$ cat src/rtl/riscv_ctrl_pkg.sv
// riscv_ctrl_pkg: states, opcodes and datapath select encodings for the multicycle control FSM.
// HALT exists only when ILLEGAL_OP_EN is defined.
package riscv_ctrl_pkg;
  typedef enum logic [3:0] {
    S_FETCH, S_DECODE, S_MEMADR, S_MEMREAD, S_MEMWRITE, S_MEMWB,
    S_EXECR, S_EXECI, S_ALUWB, S_BEQ, S_JAL
`ifdef ILLEGAL_OP_EN
    , S_HALT
`endif
  } state_t;
  localparam logic [6:0] OP_LW  = 7'b0000011;
  localparam logic [6:0] OP_SW  = 7'b0100011;
  localparam logic [6:0] OP_R   = 7'b0110011;
  localparam logic [6:0] OP_I   = 7'b0010011;
  localparam logic [6:0] OP_JAL = 7'b1101111;
  localparam logic [6:0] OP_BEQ = 7'b1100011;
  localparam logic [1:0] RS_ALUOUT = 2'b00, RS_DATA = 2'b01, RS_ALURES = 2'b10;
  localparam logic [1:0] SA_PC = 2'b00, SA_OLDPC = 2'b01, SA_RD1 = 2'b10;
  localparam logic [1:0] SB_RD2 = 2'b00, SB_IMM = 2'b01, SB_FOUR = 2'b10;
  localparam logic [1:0] ALU_ADD = 2'b00, ALU_SUB = 2'b01, ALU_FUNCT = 2'b10;
  typedef struct packed {
    logic       pc_update;
    logic       branch;
    logic       adr_src;
    logic       mem_write;
    logic       ir_write;
    logic       reg_write;
    logic [1:0] result_src;
    logic [1:0] alu_src_a;
    logic [1:0] alu_src_b;
    logic [1:0] alu_op;
    logic       illegal;
  } ctrl_t;
endpackage

$ cat src/rtl/multicycle_ctrl_fsm_if.sv
// multicycle_ctrl_fsm_if: IR/ALU flag inputs and datapath control outputs of the control FSM.
interface multicycle_ctrl_fsm_if #(parameter int CNT_W = 32);
  logic [6:0]       opcode;
  logic             zero;
  logic             PCWrite, AdrSrc, MemWrite, IRWrite, RegWrite, illegal;
  logic [1:0]       ResultSrc, ALUSrcA, ALUSrcB, ALUOp;
  logic [CNT_W-1:0] instret;
  modport master(input opcode, zero,
                 output PCWrite, AdrSrc, MemWrite, IRWrite, RegWrite, illegal,
                        ResultSrc, ALUSrcA, ALUSrcB, ALUOp, instret);
  modport slave(output opcode, zero,
                input PCWrite, AdrSrc, MemWrite, IRWrite, RegWrite, illegal,
                      ResultSrc, ALUSrcA, ALUSrcB, ALUOp, instret);
endinterface

$ cat src/rtl/ctrl_word_decode.sv
// ctrl_word_decode: combinational state -> control word for the Moore control FSM.
module ctrl_word_decode
  import riscv_ctrl_pkg::*;
(
  input  state_t state_i,
  output ctrl_t  ctrl_o
);
  always_comb begin
    ctrl_o = '0;
    case (state_i)
      S_FETCH: begin
        ctrl_o.ir_write   = 1'b1;
        ctrl_o.pc_update  = 1'b1;
        ctrl_o.alu_src_a  = SA_PC;
        ctrl_o.alu_src_b  = SB_FOUR;
        ctrl_o.alu_op     = ALU_ADD;
        ctrl_o.result_src = RS_ALURES;
      end
      S_DECODE: begin
        ctrl_o.alu_src_a = SA_OLDPC;
        ctrl_o.alu_src_b = SB_IMM;
      end
      S_MEMADR: begin
        ctrl_o.alu_src_a = SA_RD1;
        ctrl_o.alu_src_b = SB_IMM;
      end
      S_MEMREAD: ctrl_o.adr_src = 1'b1;
      S_MEMWRITE: begin
        ctrl_o.adr_src   = 1'b1;
        ctrl_o.mem_write = 1'b1;
      end
      S_MEMWB: begin
        ctrl_o.result_src = RS_DATA;
        ctrl_o.reg_write  = 1'b1;
      end
      S_EXECR: begin
        ctrl_o.alu_src_a = SA_RD1;
        ctrl_o.alu_src_b = SB_RD2;
        ctrl_o.alu_op    = ALU_FUNCT;
      end
      S_EXECI: begin
        ctrl_o.alu_src_a = SA_RD1;
        ctrl_o.alu_src_b = SB_IMM;
        ctrl_o.alu_op    = ALU_FUNCT;
      end
      S_ALUWB: begin
        ctrl_o.result_src = RS_ALUOUT;
        ctrl_o.reg_write  = 1'b1;
      end
      S_BEQ: begin
        ctrl_o.alu_src_a = SA_RD1;
        ctrl_o.alu_src_b = SB_RD2;
        ctrl_o.alu_op    = ALU_SUB;
        ctrl_o.branch    = 1'b1;
      end
      S_JAL: begin
        ctrl_o.alu_src_a = SA_OLDPC;
        ctrl_o.alu_src_b = SB_FOUR;
        ctrl_o.pc_update = 1'b1;
      end
`ifdef ILLEGAL_OP_EN
      S_HALT: ctrl_o.illegal = 1'b1;
`endif
      default: ;
    endcase
  end
endmodule

$ cat src/rtl/multicycle_ctrl_fsm.sv
// multicycle_ctrl_fsm: RV32I multicycle control FSM with retired-instruction counter.
// ILLEGAL_OP_EN: unknown opcodes halt the core (illegal=1) instead of acting as an uncounted NOP.
module multicycle_ctrl_fsm
  import riscv_ctrl_pkg::*;
#(
  parameter int CNT_W = 32
) (
  input logic clk,
  input logic reset,
  multicycle_ctrl_fsm_if.master bus
);
`ifdef ILLEGAL_OP_EN
  localparam state_t S_BAD = S_HALT;
`else
  localparam state_t S_BAD = S_FETCH;
`endif
  state_t           state_q, state_d;
  logic [CNT_W-1:0] instret_q;
  logic             retire;
  ctrl_t            w;
  ctrl_word_decode u_dec (.state_i(state_q), .ctrl_o(w));
  always_comb begin
    state_d = state_q;
    case (state_q)
      S_FETCH:   state_d = S_DECODE;
      S_DECODE:  state_d = (bus.opcode == OP_LW || bus.opcode == OP_SW) ? S_MEMADR :
                           (bus.opcode == OP_R)   ? S_EXECR :
                           (bus.opcode == OP_I)   ? S_EXECI :
                           (bus.opcode == OP_JAL) ? S_JAL   :
                           (bus.opcode == OP_BEQ) ? S_BEQ   : S_BAD;
      S_MEMADR:  state_d = (bus.opcode == OP_LW) ? S_MEMREAD : S_MEMWRITE;
      S_MEMREAD: state_d = S_MEMWB;
      S_EXECR, S_EXECI, S_JAL: state_d = S_ALUWB;
      S_MEMWB, S_MEMWRITE, S_ALUWB, S_BEQ: state_d = S_FETCH;
      default:   state_d = state_q;
    endcase
  end
  assign retire = state_q inside {S_MEMWB, S_MEMWRITE, S_ALUWB, S_BEQ};
  always_ff @(posedge clk or posedge reset) begin
    if (reset) begin
      state_q   <= S_FETCH;
      instret_q <= '0;
    end else begin
      state_q   <= state_d;
      instret_q <= instret_q + CNT_W'(retire);
    end
  end
  assign bus.PCWrite   = w.pc_update | (w.branch & bus.zero);
  assign bus.AdrSrc    = w.adr_src;
  assign bus.MemWrite  = w.mem_write;
  assign bus.IRWrite   = w.ir_write;
  assign bus.RegWrite  = w.reg_write;
  assign bus.ResultSrc = w.result_src;
  assign bus.ALUSrcA   = w.alu_src_a;
  assign bus.ALUSrcB   = w.alu_src_b;
  assign bus.ALUOp     = w.alu_op;
  assign bus.illegal   = w.illegal;
  assign bus.instret   = instret_q;
endmodule
$ cat src/flat_wrapper.sv
// flat-port wrapper written by rule: the top's interface ports become plain ports
module multicycle_ctrl_fsm_flat import riscv_ctrl_pkg::*;
#(
  parameter int CNT_W = 32
)
  (clk, reset, bus_opcode, bus_zero, bus_PCWrite, bus_AdrSrc, bus_MemWrite, bus_IRWrite, bus_RegWrite, bus_illegal, bus_ResultSrc, bus_ALUSrcA, bus_ALUSrcB, bus_ALUOp, bus_instret);
  multicycle_ctrl_fsm_if #(.CNT_W(CNT_W)) bus_i ();
  input logic clk;
  input logic reset;
  input wire logic [$bits(bus_i.opcode)-1:0] bus_opcode;
  input wire logic [$bits(bus_i.zero)-1:0] bus_zero;
  output wire logic [$bits(bus_i.PCWrite)-1:0] bus_PCWrite;
  output wire logic [$bits(bus_i.AdrSrc)-1:0] bus_AdrSrc;
  output wire logic [$bits(bus_i.MemWrite)-1:0] bus_MemWrite;
  output wire logic [$bits(bus_i.IRWrite)-1:0] bus_IRWrite;
  output wire logic [$bits(bus_i.RegWrite)-1:0] bus_RegWrite;
  output wire logic [$bits(bus_i.illegal)-1:0] bus_illegal;
  output wire logic [$bits(bus_i.ResultSrc)-1:0] bus_ResultSrc;
  output wire logic [$bits(bus_i.ALUSrcA)-1:0] bus_ALUSrcA;
  output wire logic [$bits(bus_i.ALUSrcB)-1:0] bus_ALUSrcB;
  output wire logic [$bits(bus_i.ALUOp)-1:0] bus_ALUOp;
  output wire logic [$bits(bus_i.instret)-1:0] bus_instret;
  assign bus_i.opcode = bus_opcode;
  assign bus_i.zero = bus_zero;
  assign bus_PCWrite = bus_i.PCWrite;
  assign bus_AdrSrc = bus_i.AdrSrc;
  assign bus_MemWrite = bus_i.MemWrite;
  assign bus_IRWrite = bus_i.IRWrite;
  assign bus_RegWrite = bus_i.RegWrite;
  assign bus_illegal = bus_i.illegal;
  assign bus_ResultSrc = bus_i.ResultSrc;
  assign bus_ALUSrcA = bus_i.ALUSrcA;
  assign bus_ALUSrcB = bus_i.ALUSrcB;
  assign bus_ALUOp = bus_i.ALUOp;
  assign bus_instret = bus_i.instret;
  multicycle_ctrl_fsm #(.CNT_W(CNT_W)) u_core (.clk(clk), .reset(reset), .bus(bus_i));
endmodule
$ cat config.mk
export PLATFORM = sky130hd
export DESIGN_NAME = multicycle_ctrl_fsm_flat
export DESIGN_NICKNAME = d
export VERILOG_FILES = /design/src/rtl/riscv_ctrl_pkg.sv /design/src/rtl/multicycle_ctrl_fsm_if.sv /design/src/rtl/ctrl_word_decode.sv /design/src/rtl/multicycle_ctrl_fsm.sv /design/src/flat_wrapper.sv
export SDC_FILE = /design/constraint.sdc
export NUM_CORES = 1
export LEC_CHECK = 0
export ABC_AREA = 1
export BUFFER_PORTS_ARGS = -buffer_cell sky130_fd_sc_hd__buf_2
export CELL_PAD_IN_SITES_DETAIL_PLACEMENT = 0
export CELL_PAD_IN_SITES_GLOBAL_PLACEMENT = 1
export CORE_MARGIN = 5
export CORE_UTILIZATION = 41
export CTS_BUF_LIST = sky130_fd_sc_hd__clkbuf_16
export DETAILED_ROUTE_END_ITERATION = 12
export GPL_ROUTABILITY_DRIVEN = 0
export GPL_TIMING_DRIVEN = 0
export PLACE_DENSITY_LB_ADDON = 0.1
export SYNTH_ARGS = -nofsm -noshare
export SYNTH_HDL_FRONTEND = slang
export SYNTH_HIERARCHICAL = 1
export SYNTH_SLANG_ARGS = --single-unit
$ cat constraint.sdc
create_clock -name clk -period 5.3 [get_ports clk]
set_input_delay 1.06 -clock clk [delete_from_list [all_inputs] [get_ports clk]]
set_output_delay 1.06 -clock clk [all_outputs]
set_load 0.005 [all_outputs]
==> flow_metrics.env <==
export IMPL_clock_sinks=36
export IMPL_antenna_found_initial=0
export IMPL_critPathRequiredTime_ps=4240
export IMPL_worst_pin_slew_ps=812
export IMPL_yosys_most_used_dff="dfrtp_1"
export IMPL_power_per_cell_area_mw_per_mm2=219
export IMPL_drt_iter0_markers=77
export IMPL_boundaryPins=56
export IMPL_die_x_um=84.7
export IMPL_rrSetupSlack_ps=3040
export IMPL_overflow=0
export IMPL_n_antenna_cell=0
export IMPL_crit_chain="buf_2 > a21o_1 > buf_2"
export IMPL_timing_critical_path_slowest_stage_cell="a21o_1"
export IMPL_max_freq_mhz=404
export IMPL_worstReg2RegStart="u_core/state_q[3]$_DFFE_PP0P_"
export IMPL_fin_crit_ps=2480
export IMPL_grt_pass1_vias=2050
export IMPL_reg2regPathDepth=12
export IMPL_cts_setup_buffers=0
export IMPL_track_usage_pct=16.1
export IMPL_fin_util_pct=51.9
export IMPL_vias_per_cell=4.59
export IMPL_htreeDepth=2
export IMPL_synth_enable_flop_cells=0
export IMPL_fin_tns_setup_ps=0
export IMPL_grt_pass1_wl_um=9260
export IMPL_arrival_ps=1420
export IMPL_hpwl_um=4420
export IMPL_hold_start="u_core/bus.instret[31]$_DFF_PP0_"
export IMPL_rr_endpoint="u_core/bus.instret[24]$_DFF_PP0_"
export IMPL_drv_slew=0
export IMPL_die_h_um=84.7
export IMPL_post_cts_resized=0
export IMPL_critPathMaxFanout=1
export IMPL_core_area_mm2=0.00547
export IMPL_via_count=2035
export IMPL_syn_to_final_growth_pct=24.0
export IMPL_dieArea_mm2=0.00718
export IMPL_rsz0062_at_grt="false"
export IMPL_hold_viol=0
export IMPL_cts_buffers=5
export IMPL_skew_ps=7.17
export IMPL_setup_viol=0
export IMPL_maxCapViolCount=0
export IMPL_syn_nets=320
export IMPL_clk_pin_slew_ps=50
export IMPL_wire_per_inst_um=12.5
export IMPL_ys_warn_count=6
export IMPL_hold_buffers=0
export IMPL_cpMostUsedCell="buf_2"
export IMPL_tritoncts="done"
export IMPL_ant_nets=0
export IMPL_finalWirelength_um=5520
export IMPL_port_buffers=54
export IMPL_insertion_delay_ps=280
export IMPL_synth_cells=308
export IMPL_synth_seq_cells=36
export IMPL_ys_types=30
export IMPL_period_share_pct=46.7
export IMPL_firstDrtPassIters=4
export IMPL_drive_above_1_share_pct=25.9
export IMPL_setup_worst_path_start_class="input pin"
export IMPL_initial_core_util_pct=41.8
export IMPL_clockRootBuffer="clkbuf_16"
export IMPL_max_slew_margin_rel_pct=45.8
export IMPL_avgSynthCellArea_um2=7.43
export IMPL_syn_area_mm2=0.00229
export IMPL_p_leak_nw=1.59
export IMPL_worstHoldPathCells=2
export IMPL_hold_path_end="u_core/bus.instret[31]$_DFF_PP0_"
export IMPL_drc=0
export IMPL_critPathMaxStageDelay_ps=140
export IMPL_ir_worst_vdd_uv=153
export IMPL_cp_end_kind="output pin"
export IMPL_synth_seq_area_share_pct=39.3
export IMPL_synthArstFlopShare_pct=100
export IMPL_hold_path_class="reg2reg"
export IMPL_critPathKind="in2out"
export IMPL_fp_row_count=27
export IMPL_fin_nets=382
export IMPL_outcome="finished clean"
export IMPL_grt_max_degree=20
export IMPL_cts_buffer_depth=2
## synthesized netlist by cell type (2+ instances only)
| master | count | area, µm² |
|---|---|---|
| nand2_1 | 98 | 368 |
| nor2_1 | 47 | 176 |
| dfrtp_1 | 36 | 901 |
| inv_1 | 26 | 97.6 |
| nand3_1 | 15 | 75.1 |
| xor2_1 | 14 | 123 |
| nand3b_1 | 9 | 67.6 |
| nor2_2 | 9 | 56.3 |
| inv_2 | 6 | 22.5 |
| o21ai_1 | 6 | 30.0 |
| xnor2_1 | 6 | 52.6 |
| nand2_2 | 4 | 25.0 |
| nor2_4 | 4 | 45.0 |
| nand2_4 | 3 | 33.8 |
| nor3_1 | 3 | 15.0 |
| o21ai_0 | 3 | 15.0 |
| and2_1 | 2 | 12.5 |
| buf_4 | 2 | 15.0 |
| ha_1 | 2 | 25.0 |
| nand4_1 | 2 | 12.5 |
| nor2_8 | 2 | 40.0 |
## worst max-delay path: cells and delay by family
family | cells | cell delay, ps
buffers and inverters | 2 | 220
AOI/OAI and AO/OA | 1 | 140
## cells by family after synthesis
kind of cell               share of synthesized area, %
buffers and inverters                              6.12
other                                             0.164
DFF                                                39.3
xor gates and xnor gates                           8.36
adders and majority gates                          1.09
AOI/OAI and AO/OA                                  2.51
and+or+nand+nor                                    42.4
## layout by cell type (no fill, tap or decap), drive strengths merged
cell type  count
a21oi          1
nand2        105
conb           1
nor3           4
xnor2          6
o21ai          9
dfrtp         36
clkbuf         5
inv           32
bufinv         1
buf           58
xor2          15
and2           2
and3           1
ha             2
nand3         17
a21o           1
clkinv         2
nand3b         9
nand4          2
nor2          62
## per-layer routing
layer	up-vias	GRT usage (%)	wire length (µm)
li1	1069	-	-
met2	36	29.1	2810
met3	4	4.22	256
met4	0	5.47	68
met5	-	0	0
met1	926	18.1	2390
## stage by stage
stage	total power [W]	std cells	hold slack [ps]	area (µm²)	setup WS, ps
global route	0.000645	443	525	2840	2680
detailed placement	0.000296	435	488	2680	2820
global placement	0.000293	434	468	2650	2830
floorplan	0.000287	308	476	2290	3040
CTS	0.000629	443	502	2840	2800
finish	0.000623	443	493	2840	2820
## power by group
part           internal, W  switching, W  total [W]
combinational   0.00000585    0.00000942  0.0000153
sequential        0.000275             0   0.000275
clock             0.000219      0.000114   0.000333
## layout make-up
type                    count  area, µm²
fillers                   572       2630
multi-input cells         237       1250
flip-flops and latches     36        901
repair buffers             55        298
clock buffers               5        125
inverters                  32        120
well taps                  72       90.1
clock inverters             3       37.5
plain buffers               3       20.0
## worst max path at each step
stage / depth (start not counted) / slack (ps) / from / end
2_1_floorplan: 1 / 3040 / bus_zero / bus_PCWrite
3_3_place_gp: 3 / 2830 / bus_zero / bus_PCWrite
3_5_place_dp: 3 / 2820 / bus_zero / bus_PCWrite
4_1_cts: 5 / 2800 / u_core/state_q[1]$_DFFE_PP0P_ / bus_PCWrite
5_1_grt: 6 / 2680 / u_core/state_q[1]$_DFFE_PP0P_ / bus_PCWrite
6_report: 3 / 2820 / bus_zero / bus_PCWrite
## flip-flops by register name (all words and copies together), names as in the netlist
name                cells
u_core/bus.instret     32
u_core/state_q          4
Power figures use the tool's default switching activity.
